$ cat src/rtl/move_pkg.sv
// Shared definitions for the move collector slice.
// Move word layout flags and collector state encoding.
package move_pkg;

  localparam int MOVE_W_DEF = 48;

  localparam int F_INVALID   = 47;
  localparam int F_PROMOTE   = 46;
  localparam int F_PAWN      = 45;
  localparam int F_PAWN2     = 44;
  localparam int F_ENPASSANT = 43;
  localparam int F_CASTLE    = 42;
  localparam int F_CAPTURE   = 41;

  typedef enum logic [1:0] {
    IDLE  = 2'd0,
    SCAN  = 2'd1,
    DRAIN = 2'd2,
    DONE  = 2'd3
  } state_e;

endpackage

$ cat src/rtl/move_collector_if.sv
// Source-side read port and output stream of the collector.
// master = collector, slave = generators and consumer.
interface move_collector_if
  import move_pkg::*;
#(
  parameter int NUM_SRC = 8,
  parameter int MOVE_W  = MOVE_W_DEF
);

  logic [NUM_SRC-1:0]        src_done;
  logic [NUM_SRC-1:0]        src_empty;
  logic [NUM_SRC-1:0]        src_rden;
  logic [NUM_SRC*MOVE_W-1:0] src_data;
  logic                      out_valid;
  logic [MOVE_W-1:0]         out_data;
  logic                      out_ready;

  modport master (
    input  src_done, src_empty, src_data, out_ready,
    output src_rden, out_valid, out_data
  );

  modport slave (
    output src_done, src_empty, src_data, out_ready,
    input  src_rden, out_valid, out_data
  );

endinterface

$ cat src/rtl/move_fifo.sv
// Synchronous show-ahead FIFO; rdata is the head entry.
// Caller guarantees no push when full and no pop when empty.
module move_fifo #(
  parameter  int WIDTH = 48,
  parameter  int DEPTH = 64,
  localparam int AW    = $clog2(DEPTH)
) (
  input  logic             clk,
  input  logic             reset_n,
  input  logic             push,
  input  logic             pop,
  input  logic [WIDTH-1:0] wdata,
  output logic [WIDTH-1:0] rdata,
  output logic [AW:0]      count,
  output logic             empty,
  output logic             full
);

  logic [WIDTH-1:0] mem [DEPTH];
  logic [AW-1:0]    wp;
  logic [AW-1:0]    rp;

  always_ff @(posedge clk) begin
    if (!reset_n) begin
      wp    <= '0;
      rp    <= '0;
      count <= '0;
    end else begin
      if (push) wp <= wp + 1'b1;
      if (pop)  rp <= rp + 1'b1;
      count <= count + {{AW{1'b0}}, push}
                     - {{AW{1'b0}}, pop};
    end
  end

  always_ff @(posedge clk) begin
    if (push) mem[wp] <= wdata;
  end

  assign rdata = mem[rp];
  assign empty = (count == '0);
  assign full  = (count == (AW+1)'(DEPTH));

endmodule

$ cat src/rtl/move_collector.sv
// Drains NUM_SRC generator FIFOs into one output stream with
// fixed-priority or round-robin source selection.
module move_collector
  import move_pkg::*;
#(
  parameter int NUM_SRC = 8,
  parameter int MOVE_W  = MOVE_W_DEF,
  parameter int DEPTH   = 64,
  parameter int RR_MODE = 0,
  parameter int CNT_W   = 8
) (
  input  logic             clk,
  input  logic             reset_n,
  input  logic             start,
  move_collector_if.master bus,
  output logic             busy,
  output logic             done,
  output logic [CNT_W-1:0] move_count
);

  localparam int AW = $clog2(DEPTH);
  localparam int SW = $clog2(NUM_SRC);

  state_e             state;
  state_e             state_nx;
  logic [NUM_SRC-1:0] grabbed;
  logic [SW-1:0]      ptr;
  logic [SW-1:0]      last_served;
  logic [SW-1:0]      cand;
  logic               cand_ok;
  logic               all_grabbed;
  logic               pending;
  logic               rden;
  logic               drain_end;
  logic               restart;
  logic               push;
  logic               pop;
  logic [AW:0]        fifo_count;
  logic               fifo_empty;
  logic               fifo_full;

  // Later overwrites win, so the final index visited has top priority.
  function automatic logic [SW:0] pick(
    input logic [NUM_SRC-1:0] m,
    input logic [SW-1:0]      last
  );
    logic [SW:0] r;
    int          idx;
    r = '0;
    for (int j = NUM_SRC; j >= 1; j--) begin
      idx = (RR_MODE == 0) ? NUM_SRC - j
                           : (int'(last) + j) % NUM_SRC;
      if (m[idx]) r = {1'b1, SW'(idx)};
    end
    return r;
  endfunction

  assign {cand_ok, cand} = pick(bus.src_done & ~grabbed,
                                last_served);
  assign all_grabbed = &grabbed;
  assign restart     = start &&
                       (state == IDLE || state == DONE);

  assign rden = (state == DRAIN) && !bus.src_empty[ptr] &&
                ((int'(fifo_count) + int'(pending)) < DEPTH);
  assign drain_end = (state == DRAIN) &&
                     bus.src_empty[ptr] && !pending;

  assign push = pending && !fifo_full;
  assign pop  = bus.out_valid && bus.out_ready;

  always_ff @(posedge clk) begin
    if (!reset_n) state <= IDLE;
    else          state <= state_nx;
  end

  always_comb begin
    state_nx = state;
    unique case (state)
      IDLE:  if (start) state_nx = SCAN;
      SCAN: begin
        if (all_grabbed)
          state_nx = DONE;
        else if (cand_ok && !bus.src_empty[cand])
          state_nx = DRAIN;
      end
      DRAIN: if (drain_end) state_nx = SCAN;
      DONE:  if (start) state_nx = SCAN;
    endcase
  end

  always_comb begin
    busy         = (state == SCAN) || (state == DRAIN);
    done         = (state == DONE) && fifo_empty;
    bus.src_rden = '0;
    if (rden) bus.src_rden[ptr] = 1'b1;
  end

  always_ff @(posedge clk) begin
    if (!reset_n) begin
      grabbed     <= '0;
      ptr         <= '0;
      last_served <= SW'(NUM_SRC - 1);
      pending     <= 1'b0;
      move_count  <= '0;
    end else begin
      pending <= rden;
      if (restart) begin
        grabbed    <= '0;
        move_count <= '0;
      end else begin
        if (push && !(&move_count))
          move_count <= move_count + 1'b1;
        if (state == SCAN && cand_ok) begin
          if (bus.src_empty[cand]) grabbed[cand] <= 1'b1;
          else                     ptr           <= cand;
        end
        if (drain_end) begin
          grabbed[ptr] <= 1'b1;
          last_served  <= ptr;
        end
      end
    end
  end

  move_fifo #(
    .WIDTH (MOVE_W),
    .DEPTH (DEPTH)
  ) u_fifo (
    .clk     (clk),
    .reset_n (reset_n),
    .push    (push),
    .pop     (pop),
    .wdata   (bus.src_data[int'(ptr)*MOVE_W +: MOVE_W]),
    .rdata   (bus.out_data),
    .count   (fifo_count),
    .empty   (fifo_empty),
    .full    (fifo_full)
  );

  assign bus.out_valid = !fifo_empty;

endmodule

$ cat src/flat_wrapper.sv
// flat-port wrapper written by rule: the top's interface ports become plain ports
module move_collector_flat import move_pkg::*;
#(
  parameter int NUM_SRC = 8,
  parameter int MOVE_W  = MOVE_W_DEF,
  parameter int DEPTH   = 64,
  parameter int RR_MODE = 0,
  parameter int CNT_W   = 8
)
  (clk, reset_n, start, busy, done, move_count, bus_src_done, bus_src_empty, bus_src_data, bus_out_ready, bus_src_rden, bus_out_valid, bus_out_data);
  move_collector_if #(.NUM_SRC(NUM_SRC), .MOVE_W(MOVE_W)) bus_i ();
  input  logic clk;
  input  logic reset_n;
  input  logic start;
  output logic busy;
  output logic done;
  output logic [CNT_W-1:0] move_count;
  input wire logic [$bits(bus_i.src_done)-1:0] bus_src_done;
  input wire logic [$bits(bus_i.src_empty)-1:0] bus_src_empty;
  input wire logic [$bits(bus_i.src_data)-1:0] bus_src_data;
  input wire logic [$bits(bus_i.out_ready)-1:0] bus_out_ready;
  output wire logic [$bits(bus_i.src_rden)-1:0] bus_src_rden;
  output wire logic [$bits(bus_i.out_valid)-1:0] bus_out_valid;
  output wire logic [$bits(bus_i.out_data)-1:0] bus_out_data;
  assign bus_i.src_done = bus_src_done;
  assign bus_i.src_empty = bus_src_empty;
  assign bus_i.src_data = bus_src_data;
  assign bus_i.out_ready = bus_out_ready;
  assign bus_src_rden = bus_i.src_rden;
  assign bus_out_valid = bus_i.out_valid;
  assign bus_out_data = bus_i.out_data;
  move_collector #(.NUM_SRC(NUM_SRC), .MOVE_W(MOVE_W), .DEPTH(DEPTH), .RR_MODE(RR_MODE), .CNT_W(CNT_W)) u_core (.clk(clk), .reset_n(reset_n), .start(start), .bus(bus_i), .busy(busy), .done(done), .move_count(move_count));
endmodule
$ cat config.mk
export PLATFORM = sky130hd
export DESIGN_NAME = move_collector_flat
export DESIGN_NICKNAME = d
export VERILOG_FILES = /design/src/rtl/move_pkg.sv /design/src/rtl/move_collector_if.sv /design/src/rtl/move_fifo.sv /design/src/rtl/move_collector.sv /design/src/flat_wrapper.sv
export SDC_FILE = /design/constraint.sdc
export NUM_CORES = 2
export LEC_CHECK = 0
export BUFFER_PORTS_ARGS = -buffer_cell sky130_fd_sc_hd__buf_2
export CAP_MARGIN = 20
export CORE_MARGIN = 4
export CORE_UTILIZATION = 29
export CTS_CLUSTER_DIAMETER = 120
export DETAILED_ROUTE_END_ITERATION = 6
export PLACE_DENSITY = 0.43
export SYNTH_ARGS = -nofsm -noshare
export SYNTH_HDL_FRONTEND = slang
export SYNTH_SLANG_ARGS = --single-unit
$ cat constraint.sdc
create_clock -name clk -period 5.9 [get_ports clk]
set_input_delay 0.885 -clock clk [delete_from_list [all_inputs] [get_ports clk]]
set_output_delay 0.885 -clock clk [all_outputs]
set_load 0.01 [all_outputs]
==> results by group <==
Power and ir drop
  • PwrDens: between 400 and 500 nW/µm²
  • Leak: between 40 and 50 nW
  • Final Power: just over 60 mW
  • VDD IR max: around 330 µV

STA
  • Worst slew pin tran: roughly 1.2 ns
  • Slew Limit Fails: 0
  • Endpoints failing setup: 0
  • Skew final: roughly 0.039 ns
  • Setup TNS: 0 ns
  • Tmin final: ~5.4 ns
  • Setup slack after layout: approximately 0.49 ns
  • Max transition margin: between 20% and 30%
  • RSZ-0062 raised after global routing: false
  • Period utilization: about nine tenths
  • Final Hold Viols: 0
  • Fmax: ~180 MHz

Critical path
  • Critical Path End Type: output port
  • CP Class: reg2out
  • WP data required: between 5 and 6 ns
  • Critical path data arrival time: between 4 and 5 ns
  • Critical Path Fanout Max: 30
  • Startpoint Class: flop

Synthesis
  • Synthesized Nets: about 5500
  • Ys flop type: edfxtp_1
  • Ys async rst share: 0%
  • Synth Register Bits: 3119
  • Sequential area share after synthesis: between 70% and 80%
  • Post-synth EDFFs: approximately 3000
  • Cells after Synth: 5116
  • Post-synthesis cell area: 121000 µm²
  • Syn_area_per_cell: approximately 24 µm²
  • Post-synthesis cell type count: 57
  • YS warnings: 0

Route
  • WL per Instance: between 30 and 40 µm
  • Initial drt markers: around 7400
  • Routed Antenna Nets: 0
  • DR vias: just over 60000
  • Vias per std cell: between 5 and 6
  • DRC Markers: 15
  • Routed WL: approximately 440 mm
  • Iteration count of the initial detailed-routing pass: 7

Run status
  • Failing checks: DRC
  • Status: complete, but fails checks

Global routing
  • Total GRT Usage: 20.1%
  • Remaining global-route overflow: 0
  • Largest net degree at the start of global routing: 80
  • Antenna violations before repair: 73
  • Number of global-route vias before repair: 63800
  • First-pass GRT wire length: 582 mm

Clock network
  • Post-cts hold buffer count: 0
  • CTS Buffer Depth: 4
  • CTS buffer count: around 340
  • Clock Latency Late Sink: about 0.94 ns
  • CTS sink count: about 3100
  • Postcts setup bufs: 0
  • CTS root buf: clkbuf_16
  • Clock transition at path regs: approximately 0.060 ns
  • # H-tree levels: 5
  • CTS tree: done
  • Resized Gates After CTS: 0

Layout
  • Share of layout cells above drive strength 1: about 37%
  • Post-layout util: roughly a third
  • Total Nets Final: approximately 6400
  • Area Overhead vs Synth: 19.0%
  • Fillers: about 38000
  • Final instance area: about 140000 µm²

Floorplan
  • Die Area: about 430000 µm²
  • Die width: between 600 and 700 µm
  • Starting density of the core: ~29%
  • # IOs: roughly 470
  • Core area: slightly above 400000 µm²
  • Std-Cell Rows: 236
  • Die height: between 600 and 700 µm

Place
  • Pre-CTS setup slack: 1.40 ns
  • Port buffer count: 470
  • Hpwl dp: approximately 270 mm
  • Post-DP Area: roughly 130000 µm²
  • Routability cong.: 0.871

Hold path
  • Worst hold path type: in2reg

Run
  • Max-Cap Viols: 0
==> cells in the mapped netlist, types with 12 or more instances <==
master | count | area share (%)
a21oi_1 | 19 | 0.079
a22oi_1 | 258 | 1.6
buf_1 | 40 | 0.12
buf_2 | 59 | 0.24
buf_6 | 18 | 0.17
clkbuf_1 | 169 | 0.52
dfxtp_1 | 47 | 0.78
edfxtp_1 | 3072 | 76
ha_1 | 21 | 0.22
inv_1 | 18 | 0.056
mux4_2 | 960 | 18
nand2_1 | 67 | 0.21
nand2b_1 | 12 | 0.062
nand3_1 | 12 | 0.050
nand4_1 | 62 | 0.32
nor2_1 | 122 | 0.38
nor2b_1 | 14 | 0.072
o22ai_1 | 34 | 0.18
xor2_1 | 12 | 0.087
==> placed cells by master, fill, tap and decap left out, types with 5 or more instances in the layout <==
master and count:
o22ai_1 34, nand2b_1 12, diode_2 17, nand3_1 11, clkbuf_1 80, inv_1 18
mux2i_1 11, edfxtp_1 3072, o21ai_0 7, bufinv_16 31, inv_6 7, clkinv_2 48
clkinv_8 5, a21oi_1 19, xor2_1 12, clkinvlp_4 9, mux4_2 960, buf_12 74
xnor2_1 7, clkinv_1 79, nor2b_1 12, nand2_1 67, a22oi_1 258, nor2_1 54
buf_2 471, clkbuf_16 352, dfxtp_1 42, nor3_1 5, ha_1 21, nand4_1 62
buf_4 260, nor2_4 68
==> where the power goes <==
group	total [mW]	internal, mW	switching (mW)
combinational	11.9	4.29	7.64
sequential	27.9	27.8	0.154
clock	21.1	12.3	8.85
==> layer usage <==
layer	global-route usage (%)	up-vias	part of all wire [%]
met1	28.5	35100	44
met3	3.54	550	5.9
met2	32.3	2327	48
met5	0	-	0.038
li1	-	24100	-
met4	4.32	26	2.3
==> per-stage QoR <==
stage | instances | hold WS (ns)
finish | 11700 | 0.307
global route | 11700 | 0.278
CTS | 11700 | 0.227
detailed placement | 11100 | 0.499
global placement | 11100 | 0.487
floorplan | 5116 | 0.471
==> logic make-up (layout without fill, tap and decap cells) <==
group                      Yosys count  after routing  share of synthesized area, %
muxes                              971            971                          18.0
buffers and inverters              313           1444                          1.17
AOI/OAI and AO/OA                  344            344                          2.06
DFF                               3119           3119                          77.1
xor gates and xnor gates            19             19                         0.138
other                                0             17                             0
adders and majority gates           22             22                         0.234
and+or+nand+nor                    328            328                          1.31
==> flip-flops by register name, summed over array words and instances, names as in the netlist, named ones only <==
signal and count:
u_core.state 2, u_core.move_count 8, u_core.u_fifo.wp 6, u_core.u_fifo.count 7, u_core.u_fifo.rp 6, u_core.grabbed 8, u_core.ptr 3, u_core.u_fifo.mem 3072
u_core.pending 1
==> area by class of cell <==
type                    instances  area (µm²)  share of cell area [%]
diodes                         17        42.5                  0.0296
clock buffers                 432        9110                    6.33
clock inverters               185        1820                    1.27
inverters                      19        71.3                  0.0496
multi-input cells            1684       26800                    18.6
flip-flops and latches       3119       93200                    64.8
well taps                    5474        6850                    4.76
repair buffers                808        5870                    4.08
==> final timing paths <==
path	start	endpoint	slack, ns	cells after the start
worst min-delay path	bus_src_done[7]	u_core.grabbed[7]$_SDFF_PP0_	0.31	3
worst max register to register	u_core.u_fifo.count[2]$_SDFF_PN0_	u_core.u_fifo.mem[31][34]$_DFFE_PP_	1.52	8
worst min register to register	u_core.move_count[7]$_SDFFE_PP0P_	u_core.move_count[7]$_SDFFE_PP0P_	0.51	2
worst max-delay path	flop	bus_out_data[20]	0.49	7
==> worst max-delay path, stage by stage, from the launching register on <==
cell     delay, ns
dfxtp_4       0.78
buf_12        0.32
buf_12        0.28
mux4_2        0.53
mux4_2        0.51
a22oi_1       0.28
nand2_1       0.48
buf_2         0.33
No activity file was read; power rests on OpenSTA's default activity.
